`src/rtl/qam_ofdm_pkg.sv`:
```
// Shared types for the QAM/OFDM chain: bin classes, filler FSM states and the
// packed IQ sample layout {Q[31:16], I[15:0]}.
package qam_ofdm_pkg;

    typedef enum logic [1:0] {
        BIN_NULL,
        BIN_PILOT,
        BIN_DATA
    } bin_class_t;

    typedef enum logic [1:0] {
        ST_RST,
        ST_IDLE,
        ST_SYMBOL
    } state_t;

    typedef struct packed {
        logic [15:0] q;
        logic [15:0] i;
    } iq_t;

endpackage

```
`src/rtl/eb2a.sv`:
```
// Two-entry elastic buffer with registered ready/valid, so the downstream
// ready never reaches the upstream ready combinationally.
module eb2a #(
    parameter int T_0_WIDTH = 33,
    parameter int I_0_WIDTH = 33
) (
    input  logic                 clk,
    input  logic                 rstf,
    input  logic [T_0_WIDTH-1:0] t_0_data,
    input  logic                 t_0_valid,
    output logic                 t_0_ready,
    output logic [I_0_WIDTH-1:0] i_0_data,
    output logic                 i_0_valid,
    input  logic                 i_0_ready
);

    logic [T_0_WIDTH-1:0] mem [2];
    logic                 wr_ptr;
    logic                 rd_ptr;
    logic [1:0]           count;
    logic                 push;
    logic                 pop;

    assign t_0_ready = (count != 2'd2);
    assign i_0_valid = (count != 2'd0);
    assign i_0_data  = mem[rd_ptr];
    assign push      = t_0_valid && t_0_ready;
    assign pop       = i_0_valid && i_0_ready;

    always_ff @(posedge clk or negedge rstf) begin
        if (!rstf) begin
            mem[0] <= '0;
            mem[1] <= '0;
            wr_ptr <= 1'b0;
            rd_ptr <= 1'b0;
            count  <= 2'd0;
        end else begin
            if (push) begin
                mem[wr_ptr] <= t_0_data;
                wr_ptr      <= ~wr_ptr;
            end
            if (pop) begin
                rd_ptr <= ~rd_ptr;
            end
            case ({push, pop})
                2'b10:   count <= count + 2'd1;
                2'b01:   count <= count - 2'd1;
                default: count <= count;
            endcase
        end
    end

endmodule

```
`src/rtl/qam_subcarrier_filler.sv`:
```
// Lays mapped IQ samples onto the null/pilot/data bins of OFDM symbols.
// Define SUBCARRIER_PILOT_EN to insert pilot bins; otherwise the whole occupied region is data.
module qam_subcarrier_filler
    import qam_ofdm_pkg::*;
#(
    parameter int          FFT_SIZE      = 64,
    parameter int          DATA_LO       = 4,
    parameter int          DATA_BINS     = 52,
    parameter int          PILOT_SPACING = 13,
    parameter logic [31:0] PILOT_VALUE   = 32'h0000_5A82
) (
    input  logic        clk,
    input  logic        rstf,
    input  logic [31:0] t_data,
    input  logic        t_last,
    input  logic        t_valid,
    output logic        t_ready,
    output logic [31:0] i_data,
    output logic        i_last,
    output logic        i_valid,
    input  logic        i_ready,
    output logic [15:0] sym_cnt
);

    localparam int BW = $clog2(FFT_SIZE);
    localparam logic [BW-1:0] BIN_FIRST    = BW'(DATA_LO);
    localparam logic [BW-1:0] BIN_END      = BW'(DATA_LO + DATA_BINS - 1);
    localparam logic [BW-1:0] BIN_MAX      = BW'(FFT_SIZE - 1);
    localparam logic [BW-1:0] PILOT_RELOAD = BW'(PILOT_SPACING - 1);

`ifdef SUBCARRIER_PILOT_EN
    localparam bit PILOT_EN = 1'b1;
`else
    localparam bit PILOT_EN = 1'b0;
`endif

    state_t     state;
    state_t     state_nxt;
    bin_class_t bin_class;
    iq_t        push_sample;
    logic [BW-1:0] bin;
    logic [BW-1:0] pilot_cnt;
    logic       drain;
    logic       eff_drain;
    logic       push_valid;
    logic       push_ready;
    logic       push;
    logic       push_last;
    logic       last_bin;
    logic [32:0] obuf_data;

    assign last_bin  = (bin == BIN_MAX);
    assign push      = push_valid && push_ready;
    assign push_last = last_bin && eff_drain;

    // Pilot spacing tracked by a down-counter that is zero on entry to the region.
    always_comb begin
        bin_class = BIN_NULL;
        if (bin >= BIN_FIRST && bin <= BIN_END) begin
            bin_class = (PILOT_EN && pilot_cnt == '0) ? BIN_PILOT : BIN_DATA;
        end
    end

    always_ff @(posedge clk or negedge rstf) begin
        if (!rstf) begin
            state <= ST_RST;
        end else begin
            state <= state_nxt;
        end
    end

    always_comb begin
        state_nxt = state;
        case (state)
            ST_RST:    state_nxt = ST_IDLE;
            ST_IDLE:   if (t_valid) state_nxt = ST_SYMBOL;
            ST_SYMBOL: if (push && push_last) state_nxt = ST_IDLE;
            default:   state_nxt = ST_RST;
        endcase
    end

    // eff_drain folds in a t_last accepted on the current bin.
    always_comb begin
        push_valid  = 1'b0;
        push_sample = '0;
        t_ready     = 1'b0;
        eff_drain   = drain;
        if (state == ST_SYMBOL) begin
            case (bin_class)
                BIN_PILOT: begin
                    push_valid  = 1'b1;
                    push_sample = PILOT_VALUE;
                end
                BIN_DATA: begin
                    if (!drain) begin
                        push_valid  = t_valid;
                        push_sample = t_data;
                        t_ready     = push_ready;
                        eff_drain   = t_last;
                    end else begin
                        push_valid = 1'b1;
                    end
                end
                default: push_valid = 1'b1;
            endcase
        end
    end

    always_ff @(posedge clk or negedge rstf) begin
        if (!rstf) begin
            bin       <= '0;
            pilot_cnt <= '0;
            drain     <= 1'b0;
            sym_cnt   <= '0;
        end else if (push) begin
            if (last_bin) begin
                bin       <= '0;
                pilot_cnt <= '0;
                drain     <= 1'b0;
                sym_cnt   <= eff_drain ? 16'd0 : sym_cnt + 16'd1;
            end else begin
                bin <= bin + BW'(1);
                if (t_valid && t_ready && t_last) begin
                    drain <= 1'b1;
                end
                if (bin_class == BIN_NULL) begin
                    pilot_cnt <= '0;
                end else if (pilot_cnt == '0) begin
                    pilot_cnt <= PILOT_RELOAD;
                end else begin
                    pilot_cnt <= pilot_cnt - BW'(1);
                end
            end
        end
    end

    eb2a #(
        .T_0_WIDTH(33),
        .I_0_WIDTH(33)
    ) u_obuf (
        .clk       (clk),
        .rstf      (rstf),
        .t_0_data  ({push_last, push_sample}),
        .t_0_valid (push_valid),
        .t_0_ready (push_ready),
        .i_0_data  (obuf_data),
        .i_0_valid (i_valid),
        .i_0_ready (i_ready)
    );

    assign i_last = obuf_data[32];
    assign i_data = obuf_data[31:0];

endmodule

```
`config.mk`:
```
export PLATFORM = sky130hd
export DESIGN_NAME = qam_subcarrier_filler
export DESIGN_NICKNAME = d
export VERILOG_FILES = /design/src/rtl/qam_ofdm_pkg.sv /design/src/rtl/eb2a.sv /design/src/rtl/qam_subcarrier_filler.sv
export SDC_FILE = /design/constraint.sdc
export NUM_CORES = 1
export LEC_CHECK = 0
export BUFFER_PORTS_ARGS = -buffer_cell sky130_fd_sc_hd__buf_2
export CAP_MARGIN = 20
export CELL_PAD_IN_SITES_DETAIL_PLACEMENT = 1
export CELL_PAD_IN_SITES_GLOBAL_PLACEMENT = 2
export CORE_ASPECT_RATIO = 1.75
export CORE_UTILIZATION = 39
export DETAILED_ROUTE_END_ITERATION = 6
export PLACE_DENSITY = 0.88
export SYNTH_ARGS = -nofsm -noshare
export SYNTH_HDL_FRONTEND = slang
export SYNTH_SLANG_ARGS = --single-unit
```
`constraint.sdc`:
```
create_clock -name clk -period 3.4 [get_ports clk]
set_input_delay 0.17 -clock clk [delete_from_list [all_inputs] [get_ports clk]]
set_output_delay 0.17 -clock clk [all_outputs]
set_load 0.03 [all_outputs]
```
Word-level counts from Yosys, hierarchy flattened. Cells that the tools add are included.

Eq/ne operators: 10. Mux-type cells: 27. Reductions and logical operators: 15. Bitwise gates (word level): 4. Add/sub/neg operators: 4. Order comparisons: 5.

Operators by type and width (count): 2-to-1 mux 33 bit (4); bitwise mux 66 bit (1); 2-to-1 mux 32 bit (2); case mux 32 bit (2 select lines) (1); demux 33 bit (select 1 bit) (1); adder 16 x 1 -> 16 bit (second input constant) (1); 2-to-1 mux 16 bit (1); 2-to-1 mux 1 bit (11); logical AND 1 bit (8); adder 6 x 1 -> 6 bit (second input constant) (1); equality test 2 x 1 -> 1 bit (second input constant) (3); equality test 2 bit (second input constant) (3); equality test 6 bit (second input constant) (1); >= comparator 6 x 3 -> 1 bit (second input constant) (1); less-or-equal comparator 6 bit (second input constant) (1); 2-to-1 mux 2 bit (3); 2-to-1 mux 6 bit (1); != test 2 bit (second input constant) (3); case mux 2 bit (3 select lines) (1); AND reduction 2 bit (3); nonzero test 2 bit (3); >= comparator 2 bit (second input constant) (2); inverter 1 -> 2 bit (2); case mux 2 bit (2 select lines) (1); other kinds (5) (6).

Output and inout bits: 51. Flip-flop bits (word level): 95. Logic and storage cells: 74.

Depth between registers and ports, before layout.
Depth in word-level cells: 10. Mapped depth: 9. Mapped depth without buffers: 8.

By module. From an unflattened synthesis, not the netlist that was laid out.

Cell total of the unflattened synthesis: 391. Area total of the unflattened synthesis: 5059.9 µm².

By module, submodules not included: eb2a (sequential area each 1751.7 µm², instances 1, cells each 194, area an instance 3363.2 µm²); qam_subcarrier_filler (sequential area each 625.6 µm², instances 1, cells each 197, area an instance 1696.6 µm²).

Worst setup path after synthesis. OpenSTA, ideal clock, no wires.

Path type: reg-to-reg. Start: reg bin[5]. End: reg u_obuf.mem[37] (netlist bit). Slack: 1.347 ns. Required time: 3.275 ns. Stages on the path, launching flop included: 7. Data arrival time: 1.928 ns. Cells stage by stage: dfrtp_1 > and3_1 > nor4_2 > or3_1 > buf_2 > buf_4 > mux2_2.

Longest elaborated chain between the ends: 7. Elaborated cells on any way between the ends: 12.

Ends and longest elaborated chain: start: declaration (line qam_subcarrier_filler.sv:41) `logic [BW-1:0] bin;`; start signal: assignment (line qam_subcarrier_filler.sv:122) `bin <= bin + BW'(1);`; >= comparator 6 x 3 -> 1 bit or less-or-equal comparator 6 bit (tied branches) (line qam_subcarrier_filler.sv:59) `if (bin >= BIN_FIRST && bin <= BIN_END) begin`; logical AND 1 bit (*) (line qam_subcarrier_filler.sv:59); 2-to-1 mux 2 bit (*) (line qam_subcarrier_filler.sv:59); equality test 2 bit or equality test 2 x 1 -> 1 bit (tied branches) (line qam_subcarrier_filler.sv:89) `case (bin_class)`; case mux 32 bit (2 select lines) or 2-to-1 mux 1 bit (tied branches) (line qam_subcarrier_filler.sv:89); 2-to-1 mux 32 bit or 2-to-1 mux 1 bit (tied branches) (line qam_subcarrier_filler.sv:88) `if (state == ST_SYMBOL) begin`; bitwise mux 66 bit or logical AND 1 bit (tied branches) (line eb2a.sv:39, eb2a.sv:27); end signal: indexed assignment (line eb2a.sv:39) `mem[wr_ptr] <= t_0_data;`; end: declaration (line eb2a.sv:17) `logic [T_0_WIDTH-1:0] mem [2];`.

Mark *: on every way between the ends. The rest lies on a longest branch, timed or not. A chain may end at the register's enable or synchronous reset.

Worst setup path after layout.
Start: reg bin[4]. End: reg u_obuf.mem[51] (netlist bit).

The elaborated chain is that of the path after synthesis.

==> impl_metrics.yaml <==
synth:
  seq_area_frac_synth_pct: 51.3
  synth_top_area_share_pct: 51.3
  synth.area.top_cells: "dfrtp_1 51%, mux2_2 24%, and2_1 4.5%"
  synth-seq-cells: 95
  synth_area_um2: 4640
  avgSynthCellArea_um2: 12.3
  syn_inst: 377
  yosysWarnings: 0
  syn_nets: 418
  synth_largest_area_cell: "dfrtp_1"
  ys_types: 42
sta:
  setup_ws_ps: 857
  period_share_pct: 74.8
  relSlewSlack_pct: 38.6
  layout_min_cycle_time_ps: 2540
  worst_pin_slew_ps: 913
  setup_viol: 0
  clock.fmax_mhz: 393
  finalMaxSlewViolations: 0
  rsz0062_at_grt: "false"
  final.setup.tns_ps: 0
  hold_viol_final: 0
  skew_ps: 7.83
cells_and_area:
  nets: 506
  layout_common_cells: "100 x mux2_2, 95 x dfrtp_1, 86 x buf_2"
  layout-drive-gt1-share_pct: 46.8
  area_delta_synth_final_pct: 19.7
  antenna_cells: 0
  layout.cells.most_common: "mux2_2"
die:
  core_area_um2: 11600
  dieArea_um2: 12300
  die_w_um: 84.4
  die_h_um: 146
  start_util_pct: 40.0
  ios: 88
  rows: 52
global_routing:
  overflow: 0
  grt_pass1_vias: 3656
  grt_pass1_wl_mm: 18.5
  antenna_found_initial: 0
  track_usage_pct: 19.4
  grt_max_degree: 43
placement:
  gp_congestion: 0.805
  post-dp-hpwl_mm: 7.97
  numPortBuffers: 87
  place_ws_ps: 863
clock_tree:
  root_buffer: "clkbuf_16"
  clock_latency_ps: 340
  path_clk_slew_ps: 70
  cts_tree: "done"
  numCtsBuffers: 9
  cts_buffer_depth: 2
  htreeDepth: 3
  clock-sinks: 95
status:
  outcome: "complete, but fails checks"
  violations: "design-rule violations"
setup_path:
  cp_max_fo: 34
  cp.required_ps: 3620
  rrSetupSlack_ps: 860
  cp-start-kind: "flop"
  critPathArrivalTime_ps: 2770
  crit_type: "reg2reg"
  crit_path_end_kind: "flop"
min_path:
  hp-class: "in2reg"
drt:
  vias: 3304
  firstDrtPassIters: 7
  first_iter_violations: 109
  viasPerCell: 5.46
  wirelength_mm: 11.1
  routedWlPerCell_um: 18.4
  drc: 4
  drtAntennaViolNets: 0
power_and_ir_drop:
  power.density_nw_per_um2: 621
  vdd_drop_max_v: 0.000361
  p_leak_nw: 2.82
run:
  max_cap_violations: 0
==> flip-flops by register name, indices dropped and copies added (netlist names) <==
name,cells
sym_cnt,16
state,2
u_obuf.count,2
drain,1
u_obuf.rd_ptr,1
bin,6
u_obuf.mem,66
u_obuf.wr_ptr,1
==> cell type report <==
| type | instances | area (um2) |
|---|---|---|
| Sequential cell | 95 | 2380 |
| Inverter | 5 | 18.8 |
| Fill cell | 1252 | 6030 |
| Clock inverter | 4 | 52.6 |
| Multi-Input combinational cell | 258 | 2160 |
| Tap cell | 135 | 169 |
| Timing Repair Buffer | 96 | 508 |
| Clock buffer | 12 | 267 |
==> final timing paths <==
kind,to,cells after the start,startpoint
max reg2reg,u_obuf.mem[51]$_DFFE_PN0P_,5,bin[4]$_DFFE_PN0P_
min reg2reg,u_obuf.count[1]$_DFFE_PN0P_,1,u_obuf.count[1]$_DFFE_PN0P_
max,u_obuf.mem[51]$_DFFE_PN0P_,5,bin[4]$_DFFE_PN0P_
min,state[1]$_DFFE_PN0P_,3,t_valid
min in group asynchronous,u_obuf.mem[39]$_DFFE_PN0P_,2,rstf
max in group asynchronous,u_obuf.mem[19]$_DFFE_PN0P_,3,rstf
==> cells in the mapped netlist, drive strengths merged <==
cell / number
and2: 33
o21ba: 1
nand3: 15
ha: 4
a21oi: 13
nand3b: 1
inv: 5
or4: 14
o41ai: 1
and3: 3
nor2: 3
nor3b: 2
clkbuf: 7
xnor2: 2
a41o: 1
mux2: 100
nor3: 3
o31a: 2
nor2b: 2
nand2: 17
a21o: 1
nand4: 3
or3: 3
o21ai: 6
dfrtp: 95
nor4: 7
nand2b: 2
and4: 2
mux2i: 1
xor2: 4
o31ai: 8
a41oi: 1
o311ai: 1
or2: 2
buf: 12
==> worst max-delay path, cell delays in order (launching register included) <==
cell and delay (ps):
dfrtp_1 460, and3_1 240, nor4_2 690, or3_1 210, buf_4 420, mux2_2 400
==> routing by layer <==
layer	part of all wire (%)	wire, um	vias to the layer above	global-route usage (%)
li1	-	-	1540	-
met1	38	4210	1691	20.8
met2	58	6390	59	37.4
met3	2.8	315	14	3.05
met4	1.8	197	0	7.54
met5	0	0	-	0
==> stage by stage <==
step	cells	util (%)	hold WS [ps]	cell area [um2]	power, mW
global placement	588	45.1	187	5220	2.37
detailed placement	588	45.1	189	5220	2.42
finish	605	47.9	161	5550	3.45
global route	605	47.9	157	5550	3.63
floorplan	377	-	-126	4640	2.11
CTS	605	47.9	147	5550	3.50
==> kinds of logic (layout without fill, tap and decap cells) <==
group / Yosys count / after routing / share of synthesized area, %
and+or+nand+nor: 112 / 112 / 14.7
AOI/OAI and AO/OA: 35 / 35 / 4.88
muxes: 101 / 101 / 24.5
DFF: 95 / 95 / 51.3
buffers and inverters: 24 / 117 / 2.48
adders and majority gates: 4 / 4 / 1.08
xor gates and xnor gates: 6 / 6 / 1.13
==> repair_timing <==
action                                 CTS  global route
resized for setup                        0             0
setup buffers                            0             0
hold buffers                             1             0
endpoints found under the hold margin   40             0
==> power by group <==
group	internal, mW	switching (mW)
Sequential	1.26	0.212
Combinational	0.381	0.535
Clock	0.631	0.425
Total	2.27	1.17
No activity file was read; power rests on OpenSTA's default activity.
